[src/rtl/qerv_rf_ram_arb.sv]
// ============================================================================
// qerv_rf_ram_arb
// ----------------------------------------------------------------------------
// Purpose
//   Sits between a bit-serial core's register-file port and a simple
//   dual-port SRAM (one write port, one registered read port). Adds a
//   debug access channel that only uses RAM port cycles the core leaves
//   free. The core always has priority. Its signals reach the RAM
//   combinationally, so the core is never stalled and sees no extra latency.
//
//   The read and write ports are arbitrated independently:
//     - a debug read is issued on the first cycle with i_c_ren = 0
//     - a debug write is issued on the first cycle with i_c_wen = 0
//
//   The RAM read data is registered: it is valid the cycle after o_ren.
//   A debug write and a core read that hit the same address in the same
//   cycle return the old data to the core. There is no bypass path.
//
// Configuration macro
//   QERV_RF_CLEAR_EN : when defined, a clear sequencer is built in. After
//                      reset release it writes zero to every RAM word, in
//                      ascending order, one word per free write cycle.
//                      o_init_done stays low until the clear has finished.
//                      When undefined, there is no clear state or counter
//                      and o_init_done is tied high.
//
// Parameters
//   width : SRAM data width in bits
//   aw    : SRAM word-address width (depth 2**aw)
//
// Ports
//   i_clk, i_rst                  clock, asynchronous active-high reset
//   i_c_waddr/i_c_wdata/i_c_wen   core write port
//   i_c_raddr/i_c_ren             core read port
//   o_c_rdata                     core read data (equal to i_rdata)
//   i_d_req/i_d_we/i_d_addr/
//   i_d_wdata                     debug request; held until o_d_ack
//   o_d_ack                       one-cycle debug completion pulse
//   o_d_rdata                     last debug read data (held)
//   o_waddr/o_wdata/o_wen         RAM write port
//   o_raddr/o_ren                 RAM read port
//   i_rdata                       RAM read data, one cycle after o_ren
//   o_init_done                   RAM is usable by the core
//
// Debug FSM
//   state    | meaning
//   ---------+-------------------------------------------------------------
//   IDLE     | waiting for i_d_req; latches the request fields on accept
//   RD_ISSUE | waiting for a cycle with i_c_ren = 0, then drives o_ren
//   RD_DATA  | RAM data is on i_rdata; captures it into o_d_rdata
//   WR_ISSUE | waiting for a cycle with i_c_wen = 0, then drives o_wen
//   ACK      | o_d_ack = 1 for one cycle; i_d_req is ignored here
//   CLEAR    | (QERV_RF_CLEAR_EN only) zero-fill sweep after reset
// ============================================================================
module qerv_rf_ram_arb #(
    parameter int width = 8,
    parameter int aw    = 8
) (
    input  logic             i_clk,
    input  logic             i_rst,
    // core side
    input  logic [aw-1:0]    i_c_waddr,
    input  logic [width-1:0] i_c_wdata,
    input  logic             i_c_wen,
    input  logic [aw-1:0]    i_c_raddr,
    input  logic             i_c_ren,
    output logic [width-1:0] o_c_rdata,
    // debug side
    input  logic             i_d_req,
    input  logic             i_d_we,
    input  logic [aw-1:0]    i_d_addr,
    input  logic [width-1:0] i_d_wdata,
    output logic             o_d_ack,
    output logic [width-1:0] o_d_rdata,
    // RAM side
    output logic [aw-1:0]    o_waddr,
    output logic [width-1:0] o_wdata,
    output logic             o_wen,
    output logic [aw-1:0]    o_raddr,
    output logic             o_ren,
    input  logic [width-1:0] i_rdata,
    // status
    output logic             o_init_done
);

    typedef enum logic [2:0] {
        S_IDLE     = 3'd0,
        S_RD_ISSUE = 3'd1,
        S_RD_DATA  = 3'd2,
        S_WR_ISSUE = 3'd3,
        S_ACK      = 3'd4
`ifdef QERV_RF_CLEAR_EN
        ,
        S_CLEAR    = 3'd5
`endif
    } state_t;

    state_t           r_state;
    state_t           w_state_next;

    logic             r_we;
    logic [aw-1:0]    r_addr;
    logic [width-1:0] r_wdata;
    logic [width-1:0] r_d_rdata;

    logic             w_latch;     // accept the request in IDLE
    logic             w_capture;   // load o_d_rdata from i_rdata
    logic             w_dbg_wr;    // debug write owns the RAM write port
    logic             w_dbg_rd;    // debug read owns the RAM read port

`ifdef QERV_RF_CLEAR_EN
    logic [aw-1:0]    r_clr_addr;
    logic             r_init_done;
    logic             w_clr_wr;    // clear sweep owns the RAM write port
    logic             w_clr_last;

    assign w_clr_last = (r_clr_addr == {aw{1'b1}});
`endif

    // ------------------------------------------------------------------
    // State and datapath registers
    // ------------------------------------------------------------------
    always_ff @(posedge i_clk or posedge i_rst) begin
        if (i_rst) begin
`ifdef QERV_RF_CLEAR_EN
            r_state     <= S_CLEAR;
            r_clr_addr  <= '0;
            r_init_done <= 1'b0;
`else
            r_state     <= S_IDLE;
`endif
            r_we        <= 1'b0;
            r_addr      <= '0;
            r_wdata     <= '0;
            r_d_rdata   <= '0;
        end else begin
            r_state <= w_state_next;
            if (w_latch) begin
                r_we    <= i_d_we;
                r_addr  <= i_d_addr;
                r_wdata <= i_d_wdata;
            end
            if (w_capture) begin
                r_d_rdata <= i_rdata;
            end
`ifdef QERV_RF_CLEAR_EN
            // The address advances only on cycles where a zero word was
            // actually written, so core write cycles just stretch the sweep.
            if (w_clr_wr) begin
                r_clr_addr <= r_clr_addr + 1'b1;
                if (w_clr_last) begin
                    r_init_done <= 1'b1;
                end
            end
`endif
        end
    end

    // ------------------------------------------------------------------
    // Next state and port grants
    // ------------------------------------------------------------------
    always_comb begin
        w_state_next = r_state;
        w_latch      = 1'b0;
        w_capture    = 1'b0;
        w_dbg_wr     = 1'b0;
        w_dbg_rd     = 1'b0;
`ifdef QERV_RF_CLEAR_EN
        w_clr_wr     = 1'b0;
`endif
        case (r_state)
            S_IDLE: begin
                if (i_d_req) begin
                    w_latch      = 1'b1;
                    w_state_next = i_d_we ? S_WR_ISSUE : S_RD_ISSUE;
                end
            end
            S_RD_ISSUE: begin
                if (!i_c_ren) begin
                    w_dbg_rd     = ~r_we;
                    w_state_next = S_RD_DATA;
                end
            end
            S_RD_DATA: begin
                w_capture    = 1'b1;
                w_state_next = S_ACK;
            end
            S_WR_ISSUE: begin
                if (!i_c_wen) begin
                    w_dbg_wr     = r_we;
                    w_state_next = S_ACK;
                end
            end
            S_ACK: begin
                w_state_next = S_IDLE;
            end
`ifdef QERV_RF_CLEAR_EN
            S_CLEAR: begin
                // The state register resets into CLEAR. Gating with i_rst
                // keeps the sweep from writing while reset is still held.
                if (!i_c_wen && !i_rst) begin
                    w_clr_wr = 1'b1;
                    if (w_clr_last) begin
                        w_state_next = S_IDLE;
                    end
                end
            end
`endif
            default: begin
                w_state_next = S_IDLE;
            end
        endcase
    end

    // ------------------------------------------------------------------
    // RAM port muxes: the core path is purely combinational
    // ------------------------------------------------------------------
`ifdef QERV_RF_CLEAR_EN
    assign o_wen       = i_c_wen | w_dbg_wr | w_clr_wr;
    assign o_waddr     = w_dbg_wr ? r_addr  :
                         w_clr_wr ? r_clr_addr : i_c_waddr;
    assign o_wdata     = w_dbg_wr ? r_wdata :
                         w_clr_wr ? {width{1'b0}} : i_c_wdata;
    assign o_init_done = r_init_done;
`else
    assign o_wen       = i_c_wen | w_dbg_wr;
    assign o_waddr     = w_dbg_wr ? r_addr  : i_c_waddr;
    assign o_wdata     = w_dbg_wr ? r_wdata : i_c_wdata;
    assign o_init_done = 1'b1;
`endif

    assign o_ren     = i_c_ren | w_dbg_rd;
    assign o_raddr   = w_dbg_rd ? r_addr : i_c_raddr;
    assign o_c_rdata = i_rdata;

    assign o_d_ack   = (r_state == S_ACK);
    assign o_d_rdata = r_d_rdata;

endmodule

[config.mk]
export PLATFORM = sky130hd
export DESIGN_NAME = qerv_rf_ram_arb
export DESIGN_NICKNAME = d
export VERILOG_FILES = /design/src/rtl/qerv_rf_ram_arb.sv
export SDC_FILE = /design/constraint.sdc
export NUM_CORES = 1
export LEC_CHECK = 0
export ABC_AREA = 1
export CORE_ASPECT_RATIO = 0.75
export CORE_UTILIZATION = 33
export CTS_CLUSTER_SIZE = 30
export DETAILED_ROUTE_END_ITERATION = 6
export HOLD_SLACK_MARGIN = 0.02
export PLACE_DENSITY = 0.81
export RECOVER_POWER = 25
export SYNTH_ARGS = -nofsm -noshare
export SYNTH_HDL_FRONTEND = slang
export SYNTH_SLANG_ARGS = --single-unit
[constraint.sdc]
create_clock -name i_clk -period 1.26 [get_ports i_clk]
set_input_delay 0.126 -clock i_clk [delete_from_list [all_inputs] [get_ports i_clk]]
set_output_delay 0.126 -clock i_clk [all_outputs]
set_load 0.005 [all_outputs]
# == Yosys cells after proc, flatten, opt, wreduce, memory -nomap -nowiden ==
# Index checks and enable logic that the tools add are counted.
# totals
ff_bits,28
in_bits,54
output_inout_bits,44
wordCells,32
# classes
eq_ne,7
n_mux,15
n_bitwise,3
reduce_logical,2
# ops
cell,n
2-to-1 mux 8 bit,3
case mux 3 bit (4 select lines),1
2-to-1 mux 3 bit,3
2-to-1 mux 1 bit,7
== test 3 x 2 -> 1 bit (second input constant),2
!= test 2 bit (second input constant),3
== test 3 x 1 -> 1 bit (second input constant),1
== test 3 bit (second input constant),1
logical NOT 3 bit,1
AND reduction 3 bit,1
2-to-1 mux 2 bit,1
OR 1 bit,2
inverter 1 bit,1

# == Logic depth before layout (Yosys ltp) ==
# Gate-level depths: netlist of the first run.
# logic_depth
word_depth,4
mapped_depth,6
mapped_depth_nobuf,5

# == Worst setup path before layout of the first run ==
# Ideal clock, no wire load.
# synth_path
path_kind,flip-flop to output port
startpoint,reg r_state[1]
endpoint,out o_raddr[6]
arrival_time_ns,1.086
required_time_ns,1.134
path_slack_ns,0.048
path_stages_with_launch,6
path_buffers,1
cell_sequence,dfrtp_1 nor2_4 nand4_4 buf_4 nand2_1 o21ai_2
# synth_via
elab_chain_cells,3
# synth_rtl
item,line_no,text
"start, declared",98,state_t r_state;
"start signal, assigned",137,r_state <= w_state_next;
== test 3 x 1 -> 1 bit,171,case (r_state)
2-to-1 mux 1 bit,171,
2-to-1 mux 8 bit,233,assign o_raddr = w_dbg_rd ? r_addr : i_c_raddr;
"end, declared",79,"output logic [aw-1:0] o_raddr,"
# No other way between the ends.

# == Final worst setup path of the first run ==
# layout_path
startpoint,reg r_state[2]
endpoint,out o_raddr[3]
# Same word-level chain as after synthesis.

==> results of run 1 <==
-- where the power goes --
part	switching (uW)	internal (uW)
logic	1450	1400
clock network	281	425
registers	201	1330
-- cell families (layout without fill, tap and decap cells) --
family          Yosys count  in the layout
compound gates           51             51
buf+inv                  49            163
flops                    28             28
other cells               1              1
simple gates             67             67
-- final timing paths --
check / to / slack, ns / startpoint / depth (start not counted)
max: o_raddr[3] / -0.43 / r_state[2] / 7
min: o_d_rdata[6] / 0.41 / i_rdata[6] / 3
max reg2reg: r_addr[7] / -0.20 / r_state[2] / 8
min reg2reg: o_d_rdata[3] / 0.49 / o_d_rdata[3] / 2
max in group asynchronous: r_state[0] / 0.28 / i_rst / 3
min in group asynchronous: o_d_rdata[7] / 0.47 / i_rst / 3
-- per-layer routing --
metal,share of wire,vias to the layer above,track usage
li1,-,839,-
met1,0.42,800,0.259
met2,0.51,66,0.406
met3,0.057,4,0.0474
met4,0.0068,0,0.0230
met5,0,-,0
-- sequential cells by signal (all words and copies together), names as in the netlist --
signal and flops:
o_d_rdata 8, r_addr 8, r_wdata 8, r_state 3, r_we 1
-- through the flow --
step | power [uW] | utilization
6_report | 5090 | 0.688
5_1_grt | 5450 | 0.688
4_1_cts | 4970 | 0.671
3_5_place_dp | 3740 | 0.575
3_3_place_gp | 3660 | 0.575
2_1_floorplan | 2700 | -
-- timing repair --
action / in CTS / in global routing
pin swaps: 5 / 7
setup endpoints to repair: 53 / 51
setup buffers: 19 / 2
hold endpoints to repair: 0 / 0
resized for setup: 174 / 41
cloned: 6 / 0
hold buffers: 0 / 0
-- critical path, stage by stage (launching register included) --
cell and delay, ns:
dfrtp_1 0.41, buf_6 0.13, nor2_4 0.10, nand4_4 0.12, buf_12 0.17, buf_6 0.11, o21ai_2 0.12, buf_2 0.13
-- cell usage in the layout, fill, tap and decap left out, types with 2 or more instances in the layout --
cell / instances
buf_4: 7
buf_2: 25
a21oi_1: 15
clkdlybuf4s50_1: 56
buf_16: 4
o21ai_2: 19
nor2_1: 16
inv_2: 3
buf_6: 16
dfrtp_1: 26
nand3_4: 2
o21ai_0: 2
o21ai_1: 12
nand4_4: 2
nor2_4: 3
nand2_2: 12
nand2_4: 13
nand2_1: 13
dlymetal6s2s_1: 4
clkbuf_8: 3
buf_12: 4
inv_1: 28
dlygate4sd2_1: 8
a21oi_2: 2
nand3_2: 3
dfrtp_2: 2
-- final cells by class --
class                   instances  area, um^2  share of cell area
flip-flops and latches         28         703               0.228
multi-input cells             119         843               0.273
well taps                      57        71.3              0.0231
clock inverters                 1        30.0             0.00972
clock buffers                   3        41.3              0.0134
repair buffers                128        1280               0.416
inverters                      31         116              0.0377
==> flow_metrics.py, run 1 <==
metrics = {
    "clocking": {
        "htreeDepth": 1,
        "ctsRootBufferMaster": "clkbuf_8",
        "cts_made_buffers": 3,
        "clk_path_buf_depth": 2,
        "clkSlewWorstSetupHoldPaths_ns": 0.10,
        "cts_tree": "yes",
        "clkLatencyLatePin_ns": 0.27,
        "cts_sinks": 28,
    },
    "cells_and_area": {
        "fin_cells": 367,
        "nNetsFinal": 365,
        "fill_cells": 360,
        "diodes": 0,
        "drive_gt1_frac": 0.410,
        "syn_to_final_growth_pct": 99.1,
        "fin_area_um2": 3090,
    },
    "synthesis": {
        "synth_area_leaders": "dfrtp_1 45%, nand2_1 9.2%, o21ai_1 7.7%",
        "muxShareOfSynthArea": 0,
        "synth_top_family_by_area": "simple AND/OR/NAND/NOR gates",
        "synth_common_cells": "38 x nand2_1, 31 x inv_1, 28 x dfrtp_1, 24 x o21ai_1, 19 x nor2_1",
        "synthXorXnorAreaFrac": 0,
        "synth_area_um2": 1550,
        "synth_top_area_frac": 0.452,
        "synth_edf_count": 0,
        "syn_inst": 196,
        "ys_seq_elements": 28,
        "synth_compound_area_frac": 0.184,
        "ys_types": 20,
        "ys_warn_count": 0,
        "post_synth_and_or_nand_nor_area_fraction": 0.202,
        "postSynth.asyncResetShare": 1.00,
        "synthAdderAreaFrac": 0,
        "synthFlopType": "dfrtp_1",
        "synth.avg_cell_area_um2": 7.92,
        "syn_nets": 250,
        "synth_most_common_cell": "nand2_1",
        "yosysSeqAreaShare": 0.452,
        "yosysTopAreaCell": "dfrtp_1",
    },
    "sta": {
        "tns_ns": -11.96,
        "slew_violations": 0,
        "finalCritPeriodShare": 1.35,
        "rsz0062_at_grt": "yes",
        "finalCriticalPeriod_ns": 1.69,
        "fin_skew_ns": 0.00642,
        "setup_ws_ns": -0.435,
        "hold_viol": 0,
        "worst_pin_slew_ns": 0.715,
        "fmax_ghz": 0.590,
        "whs_ns": 0.405,
        "setup_violations": 45,
        "max_slew_margin": 0.523,
    },
    "power": {
        "power.leakage_uw": 0.00154,
        "ir_drop_v": 0.000811,
        "p_per_area_nw_per_um2": 1650,
    },
    "run_status": {
        "failed_checks": "negative setup slack",
        "status": "complete, but fails checks",
    },
    "drt": {
        "drc": 0,
        "wl_per_cell_um": 14.7,
        "drtIter0Drc": 65,
        "vias_per_cell": 4.66,
        "routed-via-count": 1709,
        "postRouteWirelength_um": 5410,
        "dr.pass1.iters": 4,
        "final_antenna_net_count": 0,
    },
    "worst_setup_path": {
        "cp_data_required_time_ns": 1.13,
        "worstPathArrival_ns": 1.57,
        "worstPathMaxFanout": 6,
        "worstSetupEndpointType": "output pin",
        "startpoint_type": "flip-flop",
        "crit_type": "flip-flop to output pin",
    },
    "global_routing": {
        "antenna_found_initial": 0,
        "grt_pass1_vias": 1628,
        "grt_pass1_wl_um": 7850,
        "grt_usage": 0.214,
        "grt_max_degree": 29,
        "grt_overflow_total": 0,
    },
    "floorplanning": {
        "die_area_um2": 4980,
        "dieHeight_um": 61.4,
        "rows": 21,
        "die_x_um": 81.2,
        "core_area_um2": 4490,
        "start_util": 0.345,
        "ios": 98,
    },
    "place": {
        "place_hpwl_um": 2910,
        "gp_congestion": 0.744,
        "port_buffers": 96,
        "dp_slack_ns": -0.530,
        "postPlaceCellArea_um2": 2580,
        "place_inst": 342,
    },
    "hold_path": {
        "hold_path.class": "input pin to flip-flop",
    },
    "flow_run": {
        "max_cap_violations": 0,
    },
}
No activity file was read; power rests on OpenSTA's default activity.
==> run 2: changes to the inputs <==
--- a/config.mk
+++ b/config.mk
@@ -13,6 +13,7 @@
 export HOLD_SLACK_MARGIN = 0.02
 export PLACE_DENSITY = 0.81
 export RECOVER_POWER = 25
+export SLEW_MARGIN = 5
 export SYNTH_ARGS = -nofsm -noshare
 export SYNTH_HDL_FRONTEND = slang
 export SYNTH_SLANG_ARGS = --single-unit
==> results of run 2 <==
Final layout, timing and power as in run 1 (identical DEF).
